## config.mk

```make
export PLATFORM = sky130hd
export DESIGN_NAME = seg7_scan_driver_flat
export DESIGN_NICKNAME = d
export VERILOG_FILES = /design/src/rtl/seg7_scan_driver_if.sv /design/src/rtl/seg7_scan_driver.sv /design/src/flat_wrapper.sv
export SDC_FILE = /design/constraint.sdc
export NUM_CORES = 1
export LEC_CHECK = 0
export ABC_CLOCK_PERIOD_IN_PS = 6300
export BUFFER_PORTS_ARGS = -buffer_cell sky130_fd_sc_hd__clkbuf_2
export CORE_MARGIN = 8
export CORE_UTILIZATION = 50
export DETAILED_ROUTE_END_ITERATION = 8
export GPL_TIMING_DRIVEN = 0
export PLACE_DENSITY = 0.71
export RECOVER_POWER = 25
export SLEW_MARGIN = 20
export SYNTH_ARGS = -nofsm -noshare
export SYNTH_HDL_FRONTEND = slang
export SYNTH_SLANG_ARGS = --single-unit
```

## constraint.sdc

```tcl
create_clock -name clk -period 6.3 [get_ports clk]
set_clock_uncertainty 0.15 [all_clocks]
set_input_delay 1.89 -clock clk [delete_from_list [all_inputs] [get_ports clk]]
set_output_delay 1.89 -clock clk [all_outputs]
set_load 0.01 [all_outputs]
```

## src/rtl/seg7_scan_driver_if.sv

```systemverilog
// Bundle of the signals between the datapath and the seven-segment scan driver.
//   hex_val     packed hex digits, digit i = hex_val[4*i+3:4*i]
//   digit_en    per-digit display enable
//   flash_mask  per-digit flash enable
//   dp_in       per-digit decimal point request
//   seg         active-low segments, seg[0]=a ... seg[6]=g
//   dp          active-low decimal point
//   an          active-low anode selects, an[i] = digit i
//   frame_start one-clock pulse when the driver latches a new frame
// master: the datapath side (drives digit data, observes display pins).
// slave : the scan driver.
interface seg7_scan_driver_if #(
    parameter int NUM_DIGITS = 4
);
    logic [4*NUM_DIGITS-1:0] hex_val;
    logic [NUM_DIGITS-1:0]   digit_en;
    logic [NUM_DIGITS-1:0]   flash_mask;
    logic [NUM_DIGITS-1:0]   dp_in;
    logic [0:6]              seg;
    logic                    dp;
    logic [NUM_DIGITS-1:0]   an;
    logic                    frame_start;

    modport master (
        output hex_val, digit_en, flash_mask, dp_in,
        input  seg, dp, an, frame_start
    );

    modport slave (
        input  hex_val, digit_en, flash_mask, dp_in,
        output seg, dp, an, frame_start
    );
endinterface

```

## src/rtl/seg7_scan_driver.sv

```systemverilog
// Time-multiplexed driver for an N-digit common-anode seven-segment display.
// One digit is driven per slot of SCAN_DIV clocks; the first BLANK_CYC clocks
// of every slot keep all anodes off so the previous digit cannot ghost.
// Digit data is latched into shadow registers once per frame so a frame is
// never torn by inputs changing mid-scan.
//   clk    in  system clock, rising edge
//   rst_n  in  asynchronous active-low reset
//   bus    slave modport of seg7_scan_driver_if (digit data in, display pins out)
module seg7_scan_driver #(
    parameter int NUM_DIGITS   = 4,
    parameter int SCAN_DIV     = 100000,
    parameter int BLANK_CYC    = 500,
    parameter int FLASH_FRAMES = 50
) (
    input  logic                   clk,
    input  logic                   rst_n,
    seg7_scan_driver_if.slave      bus
);
    localparam int CW = $clog2(SCAN_DIV);
    localparam int IW = $clog2(NUM_DIGITS);
    localparam int FW = (FLASH_FRAMES > 1) ? $clog2(FLASH_FRAMES) : 1;

    localparam logic [CW-1:0] SCAN_LAST  = CW'(SCAN_DIV - 1);
    localparam logic [IW-1:0] IDX_LAST   = IW'(NUM_DIGITS - 1);
    localparam logic [FW-1:0] FLASH_LAST = FW'(FLASH_FRAMES - 1);
    localparam logic [CW-1:0] BLANK_END  = CW'(BLANK_CYC);

    // Hex digit to active-low abcdefg pattern; bit 0 of the result is segment a.
    function automatic logic [0:6] glyph(input logic [3:0] d);
        case (d)
            4'h0:    glyph = 7'b0000001;
            4'h1:    glyph = 7'b1001111;
            4'h2:    glyph = 7'b0010010;
            4'h3:    glyph = 7'b0000110;
            4'h4:    glyph = 7'b1001100;
            4'h5:    glyph = 7'b0100100;
            4'h6:    glyph = 7'b0100000;
            4'h7:    glyph = 7'b0001111;
            4'h8:    glyph = 7'b0000000;
            4'h9:    glyph = 7'b0000100;
            4'hA:    glyph = 7'b0001000;
            4'hB:    glyph = 7'b1100000;
            4'hC:    glyph = 7'b0110001;
            4'hD:    glyph = 7'b1000010;
            4'hE:    glyph = 7'b0110000;
            default: glyph = 7'b0111000;
        endcase
    endfunction

    logic [CW-1:0]           scan_cnt_q, scan_cnt_d;
    logic [IW-1:0]           idx_q, idx_d;
    logic [FW-1:0]           flash_cnt_q, flash_cnt_d;
    logic                    flash_phase_q, flash_phase_d;
    logic [4*NUM_DIGITS-1:0] hex_q, hex_d;
    logic [NUM_DIGITS-1:0]   en_q, en_d;
    logic [NUM_DIGITS-1:0]   fm_q, fm_d;
    logic [NUM_DIGITS-1:0]   dpm_q, dpm_d;
    logic [0:6]              seg_q, seg_d;
    logic                    dp_q, dp_d;
    logic [NUM_DIGITS-1:0]   an_q, an_d;
    logic                    frame_start_q, frame_start_d;
    logic                    frame_end;
    logic [3:0]              digit;

    always_comb begin
        scan_cnt_d    = scan_cnt_q + 1'b1;
        idx_d         = idx_q;
        frame_end     = 1'b0;
        flash_cnt_d   = flash_cnt_q;
        flash_phase_d = flash_phase_q;
        hex_d         = hex_q;
        en_d          = en_q;
        fm_d          = fm_q;
        dpm_d         = dpm_q;
        seg_d         = '1;
        dp_d          = 1'b1;
        an_d          = '1;
        digit         = hex_q[{idx_q, 2'b00} +: 4];

        if (scan_cnt_q == SCAN_LAST) begin
            scan_cnt_d = '0;
            if (idx_q == IDX_LAST) begin
                idx_d     = '0;
                frame_end = 1'b1;
            end else begin
                idx_d = idx_q + 1'b1;
            end
        end

        // Shadows and flash timing only move on the last clock of a frame.
        if (frame_end) begin
            hex_d = bus.hex_val;
            en_d  = bus.digit_en;
            fm_d  = bus.flash_mask;
            dpm_d = bus.dp_in;
            if (flash_cnt_q == FLASH_LAST) begin
                flash_cnt_d   = '0;
                flash_phase_d = ~flash_phase_q;
            end else begin
                flash_cnt_d = flash_cnt_q + 1'b1;
            end
        end
        frame_start_d = frame_end;

        // Only one anode bit can ever be cleared, and only outside the blanking gap.
        if (scan_cnt_q >= BLANK_END && en_q[idx_q] && !(fm_q[idx_q] && flash_phase_q)) begin
            an_d[idx_q] = 1'b0;
            seg_d       = glyph(digit);
            dp_d        = ~dpm_q[idx_q];
        end
    end

    always_ff @(posedge clk or negedge rst_n) begin
        if (!rst_n) begin
            scan_cnt_q    <= '0;
            idx_q         <= '0;
            flash_cnt_q   <= '0;
            flash_phase_q <= 1'b0;
            hex_q         <= '0;
            en_q          <= '0;
            fm_q          <= '0;
            dpm_q         <= '0;
            seg_q         <= '1;
            dp_q          <= 1'b1;
            an_q          <= '1;
            frame_start_q <= 1'b0;
        end else begin
            scan_cnt_q    <= scan_cnt_d;
            idx_q         <= idx_d;
            flash_cnt_q   <= flash_cnt_d;
            flash_phase_q <= flash_phase_d;
            hex_q         <= hex_d;
            en_q          <= en_d;
            fm_q          <= fm_d;
            dpm_q         <= dpm_d;
            seg_q         <= seg_d;
            dp_q          <= dp_d;
            an_q          <= an_d;
            frame_start_q <= frame_start_d;
        end
    end

    assign bus.seg         = seg_q;
    assign bus.dp          = dp_q;
    assign bus.an          = an_q;
    assign bus.frame_start = frame_start_q;
endmodule

```

## src/flat_wrapper.sv

```systemverilog
// flat-port wrapper written by rule: the top's interface ports become plain ports
module seg7_scan_driver_flat 
#(
    parameter int NUM_DIGITS   = 4,
    parameter int SCAN_DIV     = 100000,
    parameter int BLANK_CYC    = 500,
    parameter int FLASH_FRAMES = 50
)
  (clk, rst_n, bus_hex_val, bus_digit_en, bus_flash_mask, bus_dp_in, bus_seg, bus_dp, bus_an, bus_frame_start);
  seg7_scan_driver_if #(.NUM_DIGITS(NUM_DIGITS)) bus_i ();
  input  logic clk;
  input  logic rst_n;
  input wire logic [$bits(bus_i.hex_val)-1:0] bus_hex_val;
  input wire logic [$bits(bus_i.digit_en)-1:0] bus_digit_en;
  input wire logic [$bits(bus_i.flash_mask)-1:0] bus_flash_mask;
  input wire logic [$bits(bus_i.dp_in)-1:0] bus_dp_in;
  output wire logic [$bits(bus_i.seg)-1:0] bus_seg;
  output wire logic [$bits(bus_i.dp)-1:0] bus_dp;
  output wire logic [$bits(bus_i.an)-1:0] bus_an;
  output wire logic [$bits(bus_i.frame_start)-1:0] bus_frame_start;
  assign bus_i.hex_val = bus_hex_val;
  assign bus_i.digit_en = bus_digit_en;
  assign bus_i.flash_mask = bus_flash_mask;
  assign bus_i.dp_in = bus_dp_in;
  assign bus_seg = bus_i.seg;
  assign bus_dp = bus_i.dp;
  assign bus_an = bus_i.an;
  assign bus_frame_start = bus_i.frame_start;
  seg7_scan_driver #(.NUM_DIGITS(NUM_DIGITS), .SCAN_DIV(SCAN_DIV), .BLANK_CYC(BLANK_CYC), .FLASH_FRAMES(FLASH_FRAMES)) u_core (.clk(clk), .rst_n(rst_n), .bus(bus_i));
endmodule
```

==> key figures <==
Final layout
  – Share of cells above drive strength 1: 33.13%
  – Fillers: 519
  – Multi-input combinational cell area: 1505 sq um
  – Final Non-Filler Cells: 403
  – Antenna fix cells: 0
  – Register area: 1692 sq um
  – Final Net Count: 365
  – P&R area growth vs syn: 16.04%

Clock network
  – Clock Tree Buf Depth: 2
  – CTS Hold Bufs: 0
  – CTS H-Tree Depth: 3
  – Number of cells upsized or downsized after cts: 0
  – TritonCTS clock tree: built
  – Worst-Skew Late Latency: 0.34 ns
  – Clock sinks: 67
  – Clock transition at path regs: 0.07 ns
  – TritonCTS Buffers: 9
  – Total setup buffers inserted after CTS: 0
  – Clock root buffer: clkbuf_8

Global routing
  – Largest net degree at the start of global routing: 54
  – Total GRT Usage: 14.25%
  – Congestion Overflow GR: 0
  – Initial antenna violation count: 0
  – First-pass GRT wire length: 11.08 mm
  – Vias in the first global route: 2267

Pwr
  – PD cells: 221.0 nW/um^2
  – Max IR drop VDD: 271.1 uV
  – Pleak: 1.659 nW

Synth
  – Synth cell types: 45
  – Syn avg cell area: 12.30 sq um
  – Number of synthesized flops with an enable pin: 0
  – Post-synthesis sequential area ratio: 51.52%
  – Synth warn: 0
  – Post-synthesis async set-or-reset flop share: 100.0%
  – Post-Syn Nets: 311
  – Area of the mapped netlist: 3283 sq um
  – Prevailing post-synth register cell: dfrtp_1
  – Number of synthesized register bits: 67
  – Post-synthesis cell count: 267

Timing
  – F_max: 329.3 MHz
  – Slew margin rel.: 35.22%
  – Sum Neg Setup Slack: 0 ns
  – Setup violators final: 0
  – Tmin final: 3.037 ns
  – RSZ-0062 raised after global routing: no
  – Worst-margin pin slew: 0.9716 ns
  – Crit share post-route: 48.20%
  – Max Slew Vio Count: 0
  – Count of final hold-check violations: 0

Detailed routing
  – DR pass1 iterations: 4
  – Drt wl/cell: 15.66 um
  – DR iter-0 viols: 116
  – DR WL met3: 260 um
  – DR WL met2: 2.850 mm
  – Detail Route Antenna Nets: 0
  – Top sig layer: met4
  – Post-Route WL: 6.309 mm
  – Vias per inst: 5.464
  – Vias: 2202
  – M1 WL: 3.084 mm
  – DRC: 0

Floorplanning
  – Chip height: 97.03 um
  – Initial cell density of the core: 51.70%
  – Die width: 97.03 um
  – Boundary pin count: 43
  – Die area: 9415 sq um
  – Rows: 29
  – CORE AREA: 6350 sq um

Placement
  – Placed cells: 387
  – Routability Congestion: 0.8166
  – Port bufs: 42
  – DP HPWL: 4.646 mm

Critical path
  – Crit-path max FO: 1
  – Max incr delay on CP: 0.53 ns
  – Crit path max-delay family: flip-flops
  – Crit path capture type: output port
  – Crit-path cells: clkbuf_2
  – CP Class: flop to output port
  – Critical path arrival: 1.00 ns
  – Worst setup SP type: flop
  – Crit path max-delay cell type: dfstp_2
  – CP bufs+invs: 1
  – Worst Path Required: 4.26 ns

Flow run
  – Max cap viols: 0

Outcome
  – Status: finished clean

Hold path
  – HP Class: flop to flop
## placed cells by master (no fill, tap or decap), drive strengths merged, types with 2 or more instances in the layout
master / Yosys / final
clkbuf: 4 / 57
dfrtp: 55 / 55
mux2: 34 / 34
nand2: 19 / 19
nor2: 15 / 15
ha: 14 / 14
inv: 12 / 12
dfstp: 12 / 12
xnor2: 10 / 10
nand4: 8 / 8
nand3: 8 / 8
mux2i: 7 / 7
mux4: 7 / 7
o21ai: 6 / 6
buf: 5 / 6
nor4: 5 / 5
xor2: 5 / 5
nor3: 5 / 5
o221ai: 4 / 4
or4: 3 / 3
and3: 3 / 3
nor2b: 3 / 3
clkinv: 0 / 3
and4: 2 / 2
and4b: 2 / 2
a211oi: 2 / 2
nor3b: 2 / 2
a2111oi: 2 / 2
## cell usage after synthesis (8+ instances only)
cell / instances / share of area (%)
dfrtp_1: 55 / 42
mux2_2: 26 / 8.9
nand2_1: 19 / 2.2
nor2_1: 15 / 1.7
ha_1: 14 / 5.3
dfstp_2: 12 / 9.6
inv_1: 12 / 1.4
xnor2_1: 10 / 2.7
mux2_1: 8 / 2.7
nand3_1: 8 / 1.2
nand4_1: 8 / 1.5
## area by class of cell
| class | instances | share of cell area [%] |
|---|---|---|
| sequential | 67 | 44.40 |
| multi-input combinational | 179 | 39.51 |
| timing repair buffer | 43 | 6.207 |
| clock buffer | 11 | 3.711 |
| tap | 77 | 2.529 |
| clock inverter | 5 | 1.379 |
| inverter | 12 | 1.182 |
| buffer | 9 | 1.084 |
## power by group
group,internal [mW],switching [mW]
Clock,0.192,0.162
Combinational,0.0221,0.0221
Sequential,0.440,0.00487
## metrics by stage
| step | power, mW | setup WS [ns] | hold slack (ns) | cell area (sq um) | util [%] |
|---|---|---|---|---|---|
| floorplan | 0.4721 | 3.740 | 0.2915 | 3283 | - |
| global placement | 0.4932 | 2.761 | 0.3064 | 3590 | 56.53 |
| detailed placement | 0.4976 | 3.621 | 0.3082 | 3620 | 57.00 |
| CTS | 0.8520 | 3.246 | 0.3230 | 3814 | 60.06 |
| global route | 0.8751 | 3.232 | 0.3405 | 3810 | 60.00 |
| finish | 0.8421 | 3.263 | 0.3192 | 3810 | 60.00 |
## registers in the layout, summed over array words and instances (netlist names)
register                cells
u_core.bus.frame_start      1
u_core.flash_cnt_q          6
u_core.bus.an               4
u_core.en_q                 4
u_core.flash_phase_q        1
u_core.hex_q               16
u_core.bus.dp               1
u_core.scan_cnt_q          17
u_core.bus.seg              7
u_core.dpm_q                4
u_core.idx_q                2
u_core.fm_q                 4
## kinds of logic (layout without fill, tap and decap cells)
| kind of cell | count (synthesis) | count (layout) | share of synthesized area, % |
|---|---|---|---|
| and+or+nand+nor | 80 | 80 | 13.03 |
| muxes | 48 | 48 | 18.60 |
| AOI/OAI and AO/OA | 22 | 22 | 4.878 |
| xor gates and xnor gates | 15 | 15 | 4.001 |
| buffers and inverters | 21 | 80 | 2.629 |
| DFF | 67 | 67 | 51.52 |
| adders and majority gates | 14 | 14 | 5.335 |
## final timing paths
| kind | from | to | slack, ns | cells after the start |
|---|---|---|---|---|
| max in group asynchronous | rst_n | u_core.bus.an[1] | 3.66 | 2 |
| worst max register to register | u_core.scan_cnt_q[0] | u_core.hex_q[9] | 3.65 | 7 |
| worst min register to register | u_core.flash_phase_q | u_core.flash_phase_q | 0.32 | 1 |
| min in group asynchronous | rst_n | u_core.hex_q[2] | 1.53 | 1 |
| worst max-delay path | u_core.bus.dp | bus_dp | 3.26 | 1 |
| worst min-delay path | u_core.flash_phase_q | u_core.flash_phase_q | 0.32 | 1 |
## per-layer routing
layer | vias up | track usage, %
li1 | 1075 | -
met1 | 1068 | 18.80
met2 | 47 | 21.25
met3 | 12 | 4.410
met4 | 0 | 5.562
met5 | - | 0
(Power assumes the default switching activity.)
